$ cat src/rtl/stream_pkg.sv
// stream_pkg: shared types and width ceilings for the DRAM stream arbiter
package stream_pkg;
  localparam int DEF_NUM_PE = 4;
  localparam int MAX_LEN_W = 8;
  localparam int MAX_ADDR_W = 16;
  typedef enum logic [1:0] {IDLE, CMD, STREAM, FINISH} stream_state_e;
  typedef struct packed {
    logic                  is_filter;
    logic [MAX_ADDR_W-1:0] addr;
    logic [MAX_LEN_W-1:0]  len;
  } stream_req_t;
endpackage

$ cat src/rtl/rr_arbiter.sv
// rr_arbiter: combinational round-robin pick, scanning upward from last+1 with wrap
module rr_arbiter #(
  parameter int N = 4,
  localparam int IW = N > 1 ? $clog2(N) : 1
) (
  input  logic [N-1:0]  req,
  input  logic [IW-1:0] last,
  output logic [N-1:0]  grant,
  output logic [IW-1:0] id,
  output logic          any_valid
);
  logic [IW-1:0] k;
  always_comb begin
    grant = '0;
    id = '0;
    any_valid = 1'b0;
    k = '0;
    for (int i = 1; i <= N; i++) begin
      k = IW'((int'(last) + i) % N);
      if (!any_valid && req[k]) begin
        grant[k] = 1'b1;
        id = k;
        any_valid = 1'b1;
      end
    end
  end
endmodule

$ cat src/rtl/stream_arbiter.sv
// stream_arbiter: round-robin sharing of one DRAM stream port among NUM_PE PEs.
// Define STREAM_FILTER_PRIORITY_EN to favour filter requesters during selection.
module stream_arbiter
  import stream_pkg::*;
#(
  parameter int NUM_PE = DEF_NUM_PE,
  parameter int DATA_W = 16,
  parameter int IDX_W = 4,
  parameter int LEN_W = MAX_LEN_W,
  parameter int ADDR_W = MAX_ADDR_W,
  localparam int GW = NUM_PE > 1 ? $clog2(NUM_PE) : 1
) (
  input  logic                     clk,
  input  logic                     rst,
  input  logic [NUM_PE-1:0]        pe_req_valid,
  input  logic [NUM_PE-1:0]        pe_req_type,
  input  logic [NUM_PE*ADDR_W-1:0] pe_req_addr,
  input  logic [NUM_PE*LEN_W-1:0]  pe_req_len,
  output logic [NUM_PE-1:0]        pe_req_ready,
  output logic                     dram_cmd_valid,
  input  logic                     dram_cmd_ready,
  output logic [ADDR_W-1:0]        dram_cmd_addr,
  output logic [LEN_W-1:0]         dram_cmd_len,
  input  logic                     dram_rsp_valid,
  input  logic [DATA_W-1:0]        dram_rsp_data,
  input  logic [IDX_W-1:0]         dram_rsp_idx,
  output logic [NUM_PE-1:0]        pe_data_valid,
  output logic [DATA_W-1:0]        pe_data,
  output logic [IDX_W-1:0]         pe_idx,
  output logic [NUM_PE-1:0]        stream_filter_finish,
  output logic [NUM_PE-1:0]        stream_input_finish,
  output logic                     busy,
  output logic [GW-1:0]            cur_grant
);
  stream_state_e state;
  stream_req_t req;
  logic [LEN_W-1:0] cnt;
  logic [1:0] fin_cnt;
  logic [GW-1:0] last_grant, gid;
  logic [NUM_PE-1:0] mask, grant;
  logic any;
  logic [LEN_W-1:0] sel_len;
`ifdef STREAM_FILTER_PRIORITY_EN
  assign mask = |(pe_req_valid & pe_req_type) ? pe_req_valid & pe_req_type : pe_req_valid;
`else
  assign mask = pe_req_valid;
`endif
  rr_arbiter #(.N(NUM_PE)) u_rr (
    .req(mask),
    .last(last_grant),
    .grant(grant),
    .id(gid),
    .any_valid(any)
  );
  assign sel_len = pe_req_len[gid*LEN_W +: LEN_W];
  assign dram_cmd_addr = ADDR_W'(req.addr);
  assign dram_cmd_len = LEN_W'(req.len);
  assign busy = state != IDLE;
  // fin_cnt paces FINISH: a zero-length burst enters at 0, a streamed one at 1;
  // the pulse is launched at 1 and the arbiter re-opens after 2.
  always_ff @(posedge clk) begin
    if (rst) begin
      state <= IDLE;
      req <= '0;
      cnt <= '0;
      fin_cnt <= '0;
      last_grant <= GW'(NUM_PE - 1);
      cur_grant <= '0;
      pe_req_ready <= '0;
      dram_cmd_valid <= 1'b0;
      pe_data_valid <= '0;
      pe_data <= '0;
      pe_idx <= '0;
      stream_filter_finish <= '0;
      stream_input_finish <= '0;
    end else begin
      pe_req_ready <= '0;
      pe_data_valid <= '0;
      stream_filter_finish <= '0;
      stream_input_finish <= '0;
      case (state)
        IDLE: if (any) begin
          cur_grant <= gid;
          pe_req_ready <= grant;
          req <= '{is_filter: pe_req_type[gid],
                   addr: MAX_ADDR_W'(pe_req_addr[gid*ADDR_W +: ADDR_W]),
                   len: MAX_LEN_W'(sel_len)};
          fin_cnt <= '0;
          state <= sel_len == '0 ? FINISH : CMD;
          dram_cmd_valid <= sel_len != '0;
        end
        CMD: if (dram_cmd_ready) begin
          dram_cmd_valid <= 1'b0;
          cnt <= '0;
          state <= STREAM;
        end
        STREAM: if (dram_rsp_valid) begin
          pe_data_valid <= NUM_PE'(1) << cur_grant;
          pe_data <= dram_rsp_data;
          pe_idx <= dram_rsp_idx;
          cnt <= cnt + LEN_W'(1);
          if (cnt == dram_cmd_len - LEN_W'(1)) begin
            state <= FINISH;
            fin_cnt <= 2'd1;
          end
        end
        FINISH: begin
          fin_cnt <= fin_cnt + 2'd1;
          stream_filter_finish <= fin_cnt == 2'd1 && req.is_filter ? NUM_PE'(1) << cur_grant : '0;
          stream_input_finish <= fin_cnt == 2'd1 && !req.is_filter ? NUM_PE'(1) << cur_grant : '0;
          if (fin_cnt == 2'd2) begin
            last_grant <= cur_grant;
            state <= IDLE;
          end
        end
        default: state <= IDLE;
      endcase
    end
  end
endmodule

$ cat config.mk
export PLATFORM = sky130hd
export DESIGN_NAME = stream_arbiter
export DESIGN_NICKNAME = d
export VERILOG_FILES = /design/src/rtl/stream_pkg.sv /design/src/rtl/rr_arbiter.sv /design/src/rtl/stream_arbiter.sv
export SDC_FILE = /design/constraint.sdc
export NUM_CORES = 1
export LEC_CHECK = 0
export ABC_AREA = 1
export CORE_MARGIN = 8
export CORE_UTILIZATION = 30
export DETAILED_ROUTE_END_ITERATION = 12
export GPL_TIMING_DRIVEN = 0
export REMOVE_ABC_BUFFERS = 1
export SYNTH_ARGS = -nofsm -noshare
export SYNTH_HDL_FRONTEND = slang
export SYNTH_HIERARCHICAL = 1
export SYNTH_SLANG_ARGS = --single-unit
$ cat constraint.sdc
create_clock -name clk -period 2.6 [get_ports clk]
set_input_delay 0.26 -clock clk [delete_from_list [all_inputs] [get_ports clk]]
set_output_delay 0.26 -clock clk [all_outputs]
set_load 0.02 [all_outputs]
== Yosys cells after proc, flatten, opt, wreduce, memory -nomap -nowiden ==
Index checks and enable logic that the tools add are counted.
Word-level totals
  flip-flop bits (word level): 78
  word-level logic and storage cells: 133
  output and inout bits: 64
  bits of input ports: 128
Cells by class
  eq/ne operators: 11
  $add $sub $neg: 7
  muxes and demuxes: 47
  bitwise logic cells: 10
  reductions and logical operators: 31
  shifts and indexed selects: 3
  $lt $le $gt $ge: 9
Operator list (count)
  $shiftx A64 B7 Y16: 1
  $shiftx A32 B6 Y8: 1
  $mux W2: 13
  $mux W4: 4
  $mux W8: 2
  $pmux W8 S2: 1
  $lt A2 B3 Y1 const B: 5
  $mux W1: 15
  $or A4 B4 Y4: 3
  $reduce_or A3 Y1: 4
  $bmux W1 S2: 5
  $ne A2 B2 Y1 const B: 5
  $logic_and A1 B1 Y1: 9
  $add A8 B1 Y8 const B: 1
  $demux W1 S2: 4
  $eq A8 B8 Y1: 1
  $ge A2 B1 Y1 const B: 4
  $logic_not A8 Y1: 1
  $pmux W2 S4: 1
  $reduce_bool A8 Y1: 1
  $sub A8 B1 Y8 const B: 1
  $not A1 Y1: 7
  $add A2 B1 Y2 const B: 3
  $eq A2 B2 Y1 const B: 3
  13 further kinds: 23

== Longest topological paths before layout ==
Gate-level depths: netlist (run 1).
  depth after elaboration: 18
  depth in mapped cells: 21
  gate-level depth less buffers: 19

== By module ==
The synthesis (run 1) kept the hierarchy.
Modules (own cells, without submodules)
  stream_arbiter: area each 4155.2 um^2, cells an instance 599, seq. area each 1561.5 um^2, instances 1
  rr_arbiter: area each 457.9 um^2, cells an instance 74, seq. area each 0.0 um^2, instances 1

== Worst setup path after synthesis (run 1) ==
No wires, ideal clock.
  path kind: reg-to-reg
  start: reg last_grant[0]
  end: reg state[1]
  slack: 0.104 ns
  cell stages (with the launch flop): 20
  data required time: 2.536 ns
  library setup time: 0.064 ns
  buffers on the path: 2
  arrival time: 2.432 ns
  period minus slack after synthesis: 2.496 ns
  cells stage by stage: dfxtp_1 -> inv_2 -> ha_1 -> inv_1 -> nand2_2 -> nand2_2 -> nor2_2 -> nor2_1 -> a21oi_2 -> buf_6 -> inv_4 -> buf_6 -> o21ai_1 -> o22a_1 -> nand2_1 -> nor2_2 -> nand3_1 -> nand2_1 -> nor2_1 -> nor2_1
Between the ends
  word-level cells in the longest chain between the ends: 18
  elaborated cells between the ends (all ways): 33
  those cells by class: 4 x add/sub; 1 x eq/ne; 1 x shift; 19 x mux; 8 x reduce/logical
RTL lines
  start: declaration: RTL line stream_arbiter.sv:39  | logic [GW-1:0] last_grant, gid;
  start signal: assignment: RTL line stream_arbiter.sv:67  | last_grant <= GW'(NUM_PE - 1);
  start signal: assignment: RTL line stream_arbiter.sv:112  | last_grant <= cur_grant;
  $add A2 B1 Y2: RTL line rr_arbiter.sv:19  | k = IW'((int'(last) + i) % N);
  $bmux W1 S2: RTL line rr_arbiter.sv:20  | if (!any_valid && req[k]) begin
  $mux W1 (not written as such): RTL line rr_arbiter.sv:20
  $mux W1: RTL line rr_arbiter.sv:20
  $logic_not A1 Y1: RTL line rr_arbiter.sv:20
  $logic_and A1 B1 Y1: RTL line rr_arbiter.sv:20
  $mux W1: RTL line rr_arbiter.sv:20
  $logic_not A1 Y1: RTL line rr_arbiter.sv:20
  [3 not listed]
  $logic_and A1 B1 Y1: RTL line rr_arbiter.sv:20
  $mux W2 *: RTL line rr_arbiter.sv:20
  via gid[0]: RTL line stream_arbiter.sv:39
  $shiftx A32 B6 Y8 *: RTL line stream_arbiter.sv:55  | assign sel_len = pe_req_len[gid*LEN_W +: LEN_W];
  $logic_not A8 Y1 *: RTL line stream_arbiter.sv:89  | state <= sel_len == '0 ? FINISH : CMD;
  $mux W2 *: RTL line stream_arbiter.sv:89
  $mux W2 *: RTL line stream_arbiter.sv:82  | IDLE: if (any) begin
  $pmux W2 S4 *: RTL line stream_arbiter.sv:81  | case (state)
  end signal: assignment: RTL line stream_arbiter.sv:89
  end: declaration: RTL line stream_arbiter.sv:35  | stream_state_e state;
The timed path passes the listed nets; every way through them passes the cells marked *. The select of a mux whose other input is x is not followed.
A chain may end at the register's enable or synchronous reset.

== Final worst setup path (run 1) ==
Same ends and word-level chain as after synthesis.

==> flow_metrics.env, run 1 <==
export IMPL_status="complete, no violations"
export IMPL_cp_arrival_ps=2720
export IMPL_endpoint="state[1]"
export IMPL_antenna_cells=0
export IMPL_clockRootBuffer="clkbuf_16"
export IMPL_place_area_um2=6450
export IMPL_cts_clk_slew_worst_paths_ps=60
export IMPL_cp_start_kind="flop"
export IMPL_first_iter_violations=221
export IMPL_die_area_um2=19600
export IMPL_rr_startpoint="last_grant[0]"
export IMPL_max_stage_delay_ps=380
export IMPL_grt_ovfl_total=0
export IMPL_initial_core_util=0.306
export IMPL_ys_seq_area_frac=0.338
export IMPL_vias=4946
export IMPL_synth_warning_count=6
export IMPL_m1WireLength_mm=7.11
export IMPL_slew_viol_final=0
export IMPL_dr_wl_met2_mm=7.62
export IMPL_rsz0062_at_grt="true"
export IMPL_post_place_cells=999
export IMPL_setup_viol=0
export IMPL_htreeDepth=3
export IMPL_drc_errors=0
export IMPL_synth_edf_count=0
export IMPL_postSynthAreaPerCell_um2=6.85
export IMPL_rrSetupSlack_ps=110
export IMPL_synth_cell_types=40
export IMPL_antenna_left=0
export IMPL_vdd_drop_max_v=0.000356
export IMPL_clock_tree_buffer_depth=2
export IMPL_drt_wl_total_mm=16.1
export IMPL_cts_hold_buffers_added=0
export IMPL_fin_ws_ps=110
export IMPL_vias_per_cell=4.73
export IMPL_tightest_slew_ps=803
export IMPL_regToRegEndpoint="state[1]"
export IMPL_antenna_found_initial=0
export IMPL_synth_area_um2=4610
export IMPL_crit_type="flop to flop"
export IMPL_area_delta_synth_final_pct=57.8
export IMPL_layout_drive_gt1_share=0.149
export IMPL_p_leak_nw=2.94
export IMPL_synth_seq_cells=78
export IMPL_synthFlopType="dfxtp_1"
export IMPL_grt_max_degree=50
export IMPL_critical_path_cell_chain="inv_6 -> ha_4 -> inv_2 -> nand2_1 -> nand2_2 -> nor2_8 -> nor2_4 -> a21oi_4 -> buf_6 -> buf_12 -> o21ai_2 -> o22a_1 -> nand2_2 -> nor2_4 -> nand3_1 -> nand2_1 -> nor2_1 -> nor2_1"
export IMPL_post_place_ws_ps=-1390
export IMPL_fin_worst_skew_ps=4.78
export IMPL_max_freq_mhz=402
export IMPL_cts_tree="done"
export IMPL_wire_per_inst_um=15.4
export IMPL_instances_no_fill=1046
export IMPL_met3_length_mm=1.14
export IMPL_holdWs_ps=478
export IMPL_hp_class="flop to flop"
export IMPL_drt_pass1_iter_count=6
export IMPL_cp_slowest_cell="dfxtp_4"
export IMPL_num_rows=45
export IMPL_critPathMaxFanout=21
export IMPL_grtUsageTotal=0.160
export IMPL_power_density_nw_per_um2=832
export IMPL_io_buffers=191
export IMPL_die_w_um=140
export IMPL_hold_viol_final=0
export IMPL_timing_final_crit_share=0.958
export IMPL_period_needed_ps=2490
export IMPL_maxUsedRoutingLayer="met4"
export IMPL_power_w=0.00606
export IMPL_final_area_um2=7280
export IMPL_io_pins=192
export IMPL_cp_end_kind="flop"
export IMPL_max_cap_viol_count=0
export IMPL_ff2ff_path_depth=18
export IMPL_grt_pass1_vias=4888
export IMPL_dp_hpwl_mm=11.0
export IMPL_clk_latency_ps=330
export IMPL_synth_async_reset_ratio=0
export IMPL_crit_required_ps=2830
export IMPL_fillers=1520
export IMPL_grt_pass1_wl_mm=25.1
export IMPL_relSlewSlack=0.464
export IMPL_cts_sinks=78
export IMPL_crit_start="last_grant[0]"
export IMPL_core_um2=15100
export IMPL_nNetsFinal=997
export IMPL_synthCells=673
export IMPL_routabilityCongestion=0.816
export IMPL_numCtsBuffers=9
export IMPL_die_h_um=140
-- worst min-delay path by stage --
stage,start,to,depth (start not counted)
detailed placement,pe_data[15],pe_data[15],2
CTS,pe_data[15],pe_data[15],2
floorplan,rst,cnt[1],1
global route,req[24],req[24],2
global placement,pe_idx[3],pe_idx[3],2
finish,pe_data[9],pe_data[9],2
-- metrics by stage --
| stage | TNS, ps | util |
|---|---|---|
| after floorplan | -22750 | - |
| after global placement | -72560 | 0.425 |
| after detailed placement | -39740 | 0.427 |
| after CTS | -0.392 | 0.466 |
| after global routing | -86.8 | 0.482 |
| final | 0 | 0.482 |
-- sequential cells by signal, indices dropped and copies added (netlist names) --
signal                flops
dram_cmd_addr            16
pe_req_ready              4
pe_idx                    4
state                     2
dram_cmd_len              8
dram_cmd_valid            1
stream_filter_finish      4
last_grant                2
req                       1
cnt                       8
cur_grant                 2
pe_data                  16
pe_data_valid             4
stream_input_finish       4
fin_cnt                   2
-- kinds of logic after synthesis --
logic type / count (synthesis) / share of synthesized area
simple gates: 295 / 0.285
flops: 78 / 0.338
xor+xnor: 4 / 0.00759
compound gates: 165 / 0.201
fa+ha+maj: 16 / 0.0434
buf+inv: 115 / 0.124
-- worst max-delay path: cells and delay by family (launching register included) --
| family | cells | cell delay [ps] |
|---|---|---|
| adders and majority gates | 1 | 290 |
| and+or+nand+nor | 10 | 800 |
| buffers and inverters | 4 | 420 |
| DFF | 1 | 380 |
| AOI/OAI and AO/OA | 3 | 470 |
-- cell usage in the layout, fill, tap and decap left out, types with 15 or more instances in the layout --
cell	count
ha_1	15
buf_4	20
nor2_1	156
nand2_1	61
o22ai_1	17
a21oi_1	23
o21ai_0	76
nand3_1	22
inv_1	43
o21ai_1	17
dfxtp_1	76
clkdlybuf4s50_1	190
-- report_power, final --
| part | switching (W) | total [W] | internal (W) |
|---|---|---|---|
| combinational | 0.00181 | 0.00311 | 0.00130 |
| sequential | 0.000184 | 0.00165 | 0.00146 |
| clock | 0.000541 | 0.00130 | 0.000758 |
-- repair_timing --
item                                   4_1_cts  5_1_grt
endpoints found under the hold margin        0        0
cloned                                       5        1
resized for setup                           27       42
pin swaps                                    8       18
buffers inserted                            14       11
setup endpoints to repair                   39       56
-- area by class of cell --
| cell class | count | area, um2 | area share |
|---|---|---|---|
| tap | 188 | 235 | 0.0323 |
| sequential | 78 | 1570 | 0.216 |
| inverter | 61 | 275 | 0.0378 |
| clock buffer | 9 | 225 | 0.0309 |
| timing repair inverter | 3 | 21.3 | 0.00292 |
| clock inverter | 7 | 78.8 | 0.0108 |
| multi-input combinational | 482 | 2670 | 0.367 |
| timing repair buffer | 218 | 2200 | 0.302 |
-- synth_stat cells (2+ instances only) --
cell type | count | area share
nor2_1 | 158 | 0.13
nor2_4 | 2 | 0.0049
nand4_1 | 8 | 0.011
o22a_1 | 7 | 0.013
nor3b_2 | 3 | 0.0081
xor2_1 | 4 | 0.0076
inv_4 | 2 | 0.0027
nand3_2 | 4 | 0.0087
nand2_2 | 8 | 0.011
inv_1 | 48 | 0.039
nor3_1 | 3 | 0.0033
o21ai_1 | 19 | 0.021
clkbuf_1 | 17 | 0.014
buf_4 | 24 | 0.039
or2_2 | 2 | 0.0027
o211ai_1 | 2 | 0.0033
a21boi_0 | 4 | 0.0065
buf_6 | 5 | 0.012
o21ai_0 | 82 | 0.089
a211oi_1 | 2 | 0.0033
a21oi_1 | 23 | 0.025
buf_2 | 8 | 0.0087
dfxtp_1 | 78 | 0.34
o21ai_2 | 3 | 0.0057
nand2_1 | 69 | 0.056
ha_1 | 16 | 0.043
inv_2 | 11 | 0.0090
o22ai_1 | 17 | 0.023
nand3_1 | 25 | 0.027
nor3b_1 | 2 | 0.0033
a21oi_2 | 2 | 0.0038
nor2_2 | 7 | 0.0095
-- per-layer routing --
layer,track usage,vias to the layer above
li1,-,2555
met1,0.188,2201
met2,0.268,174
met3,0.0554,16
met4,0.0486,0
met5,0,-
Note: power is estimated with default switching activity, not from simulation.
==> run 2, diff against run 1 <==
--- a/config.mk
+++ b/config.mk
@@ -8,10 +8,10 @@
 export ABC_AREA = 1
 export CORE_MARGIN = 8
 export CORE_UTILIZATION = 30
+export CTS_CLUSTER_SIZE = 30
 export DETAILED_ROUTE_END_ITERATION = 12
 export GPL_TIMING_DRIVEN = 0
 export REMOVE_ABC_BUFFERS = 1
 export SYNTH_ARGS = -nofsm -noshare
 export SYNTH_HDL_FRONTEND = slang
-export SYNTH_HIERARCHICAL = 1
 export SYNTH_SLANG_ARGS = --single-unit
==> flow_metrics.env, run 2 <==
export IMPL_status="complete, no violations"
export IMPL_cts_sinks=78
export IMPL_num_rows=45
export IMPL_ff2ff_path_depth=14
export IMPL_synthCells=662
export IMPL_area_delta_synth_final_pct=59.4
export IMPL_first_iter_violations=256
export IMPL_crit_required_ps=2820
export IMPL_grt_ovfl_total=0
export IMPL_antenna_left=0
export IMPL_relSlewSlack=0.491
export IMPL_layout_drive_gt1_share=0.125
export IMPL_tightest_slew_ps=763
export IMPL_slew_viol_final=0
export IMPL_vias_per_cell=4.63
export IMPL_vdd_drop_max_v=0.000330
export IMPL_vias=4943
export IMPL_synth_cell_types=41
export IMPL_crit_type="flop to flop"
export IMPL_final_setup_tns_ps=0
export IMPL_switching_share=0.401
export IMPL_die_area_um2=19900
export IMPL_wire_per_inst_um=16.0
export IMPL_synth_area_um2=4690
export IMPL_clk_latency_ps=340
export IMPL_dr_wl_met2_mm=7.91
export IMPL_yosysMostFrequentCell="nor2_1"
export IMPL_combPwrFrac=0.487
export IMPL_dp_hpwl_mm=11.2
export IMPL_clock_tree_buffer_depth=2
export IMPL_layout_common_cells="clkdlybuf4s50_1, nor2_1, nand2_1"
export IMPL_instances_no_fill=1067
export IMPL_htreeDepth=3
export IMPL_met3_length_mm=1.65
export IMPL_cts_hold_buffers_added=0
export IMPL_drc_errors=0
export IMPL_cp_arrival_ps=2710
export IMPL_max_cap_viol_count=0
export IMPL_die_h_um=141
export IMPL_fin_worst_skew_ps=7.18
export IMPL_post_place_cells=1010
export IMPL_ys_seq_area_frac=0.333
export IMPL_core_um2=15300
export IMPL_place_area_um2=6520
export IMPL_yosysTopAreaCellShare=0.333
export IMPL_synthFlopType="dfxtp_1"
export IMPL_drt_wl_total_mm=17.1
export IMPL_nNetsFinal=996
export IMPL_hp_class="flop to flop"
export IMPL_p_leak_nw=3.09
export IMPL_cts_tree="done"
export IMPL_mostFrequentLayoutCell="clkdlybuf4s50_1"
export IMPL_max_freq_mhz=403
export IMPL_cp_end_kind="flop"
export IMPL_synth_top_area_cell="dfxtp_1"
export IMPL_p_sw_w=0.00227
export IMPL_antenna_found_initial=0
export IMPL_final_area_um2=7480
export IMPL_internal_power_w=0.00340
export IMPL_synth_async_reset_ratio=0
export IMPL_holdPathStages=1
export IMPL_postSynthAreaPerCell_um2=7.09
export IMPL_utilization=0.490
export IMPL_power_density_nw_per_um2=758
export IMPL_die_w_um=141
export IMPL_antenna_cells=0
export IMPL_routabilityCongestion=0.764
export IMPL_drt_pass1_iter_count=5
export IMPL_io_buffers=191
export IMPL_grt_pass1_wl_mm=25.7
export IMPL_timing_final_crit_share=0.955
export IMPL_cp_start_kind="flop"
export IMPL_grt_pass1_vias=4837
export IMPL_seqPwrFrac=0.289
export IMPL_setup_viol=0
export IMPL_period_needed_ps=2480
export IMPL_hold_viol_final=0
export IMPL_synth_common_cells="nor2_1, nand2_1, dfxtp_1"
export IMPL_synth_edf_count=0
export IMPL_maxUsedRoutingLayer="met4"
export IMPL_numCtsBuffers=9
export IMPL_critPathMaxFanout=34
export IMPL_power_frac_clock=0.224
export IMPL_grtUsageTotal=0.164
export IMPL_synthTopCellsByArea="dfxtp_1, nor2_1, nand2_1"
export IMPL_synth_seq_cells=78
export IMPL_io_pins=192
export IMPL_cts_clk_slew_worst_paths_ps=70
export IMPL_grt_max_degree=56
export IMPL_initial_core_util=0.308
export IMPL_m1WireLength_mm=7.35
export IMPL_clockRootBuffer="clkbuf_16"
export IMPL_synth_warning_count=0
-- run 2: area by class of cell --
| cell class | instances | area (um2) |
|---|---|---|
| timing repair buffer | 223 | 2280 |
| tap | 211 | 264 |
| multi-input combinational | 469 | 2800 |
| sequential | 78 | 1570 |
| clock inverter | 5 | 58.8 |
| clock buffer | 11 | 233 |
| inverter | 70 | 285 |
| fill | 1496 | 7770 |
-- run 2: stage by stage --
step | hold slack, ps | power (W) | setup slack [ps]
global placement | 455 | 0.00416 | -1540
detailed placement | 468 | 0.00417 | -1490
CTS | 477 | 0.00561 | 20.6
finish | 471 | 0.00567 | 118
global route | 499 | 0.00609 | -53.9
floorplan | 329 | 0.00314 | -389
-- run 2: worst paths after layout --
check                start          endpoint  slack [ps]
max reg2reg  last_grant[1]  dram_cmd_addr[8]         120
min reg2reg         cnt[7]            cnt[7]         470
min                 cnt[7]            cnt[7]         470
max          last_grant[1]  dram_cmd_addr[8]         120
-- run 2: power groups by stage --
stage | clock network [W] | registers (W) | logic, W
2_1_floorplan | 0 | 0.00189 | 0.00125
3_3_place_gp | 0 | 0.00166 | 0.00251
3_5_place_dp | 0 | 0.00166 | 0.00251
4_1_cts | 0.00130 | 0.00164 | 0.00267
5_1_grt | 0.00135 | 0.00167 | 0.00306
6_report | 0.00127 | 0.00164 | 0.00276
-- run 2: kinds of logic after synthesis --
family,Yosys count,share of synthesized area
and+or+nand+nor,293,0.287
AOI/OAI and AO/OA,140,0.185
buffers and inverters,124,0.132
DFF,78,0.333
adders and majority gates,17,0.0453
xor gates and xnor gates,10,0.0187
-- run 2: routing by layer --
| metal | up-vias | track usage |
|---|---|---|
| li1 | 2566 | - |
| met1 | 2212 | 0.193 |
| met2 | 156 | 0.269 |
| met3 | 9 | 0.0645 |
| met4 | 0 | 0.0469 |
| met5 | - | 0 |
-- run 2: worst max-delay path: stages, from the launching register on --
cell and delay [ps]:
dfxtp_4 390, clkinvlp_4 120, ha_4 310, inv_2 60, nand2_1 100, nand2_4 100
o21bai_4 210, nand2_8 110, nand3_4 150, buf_12 130, inv_8 60, o21ai_0 290
o211ai_1 130, o211ai_1 110, inv_1 60
-- run 2: what timing repair did --
item	CTS	global route
cloned	7	3
gates resized for setup	23	28
pin swaps	6	21
setup buffers	18	13
endpoints found under the setup margin	35	29
==> run 3, diff against run 2 <==
--- a/config.mk
+++ b/config.mk
@@ -10,6 +10,7 @@
 export CORE_UTILIZATION = 30
 export CTS_CLUSTER_SIZE = 30
 export DETAILED_ROUTE_END_ITERATION = 12
+export GPL_ROUTABILITY_DRIVEN = 1
 export GPL_TIMING_DRIVEN = 0
 export REMOVE_ABC_BUFFERS = 1
 export SYNTH_ARGS = -nofsm -noshare
==> results of run 3 <==
No change in the layout: final DEF, timing and power equal those of run 2.
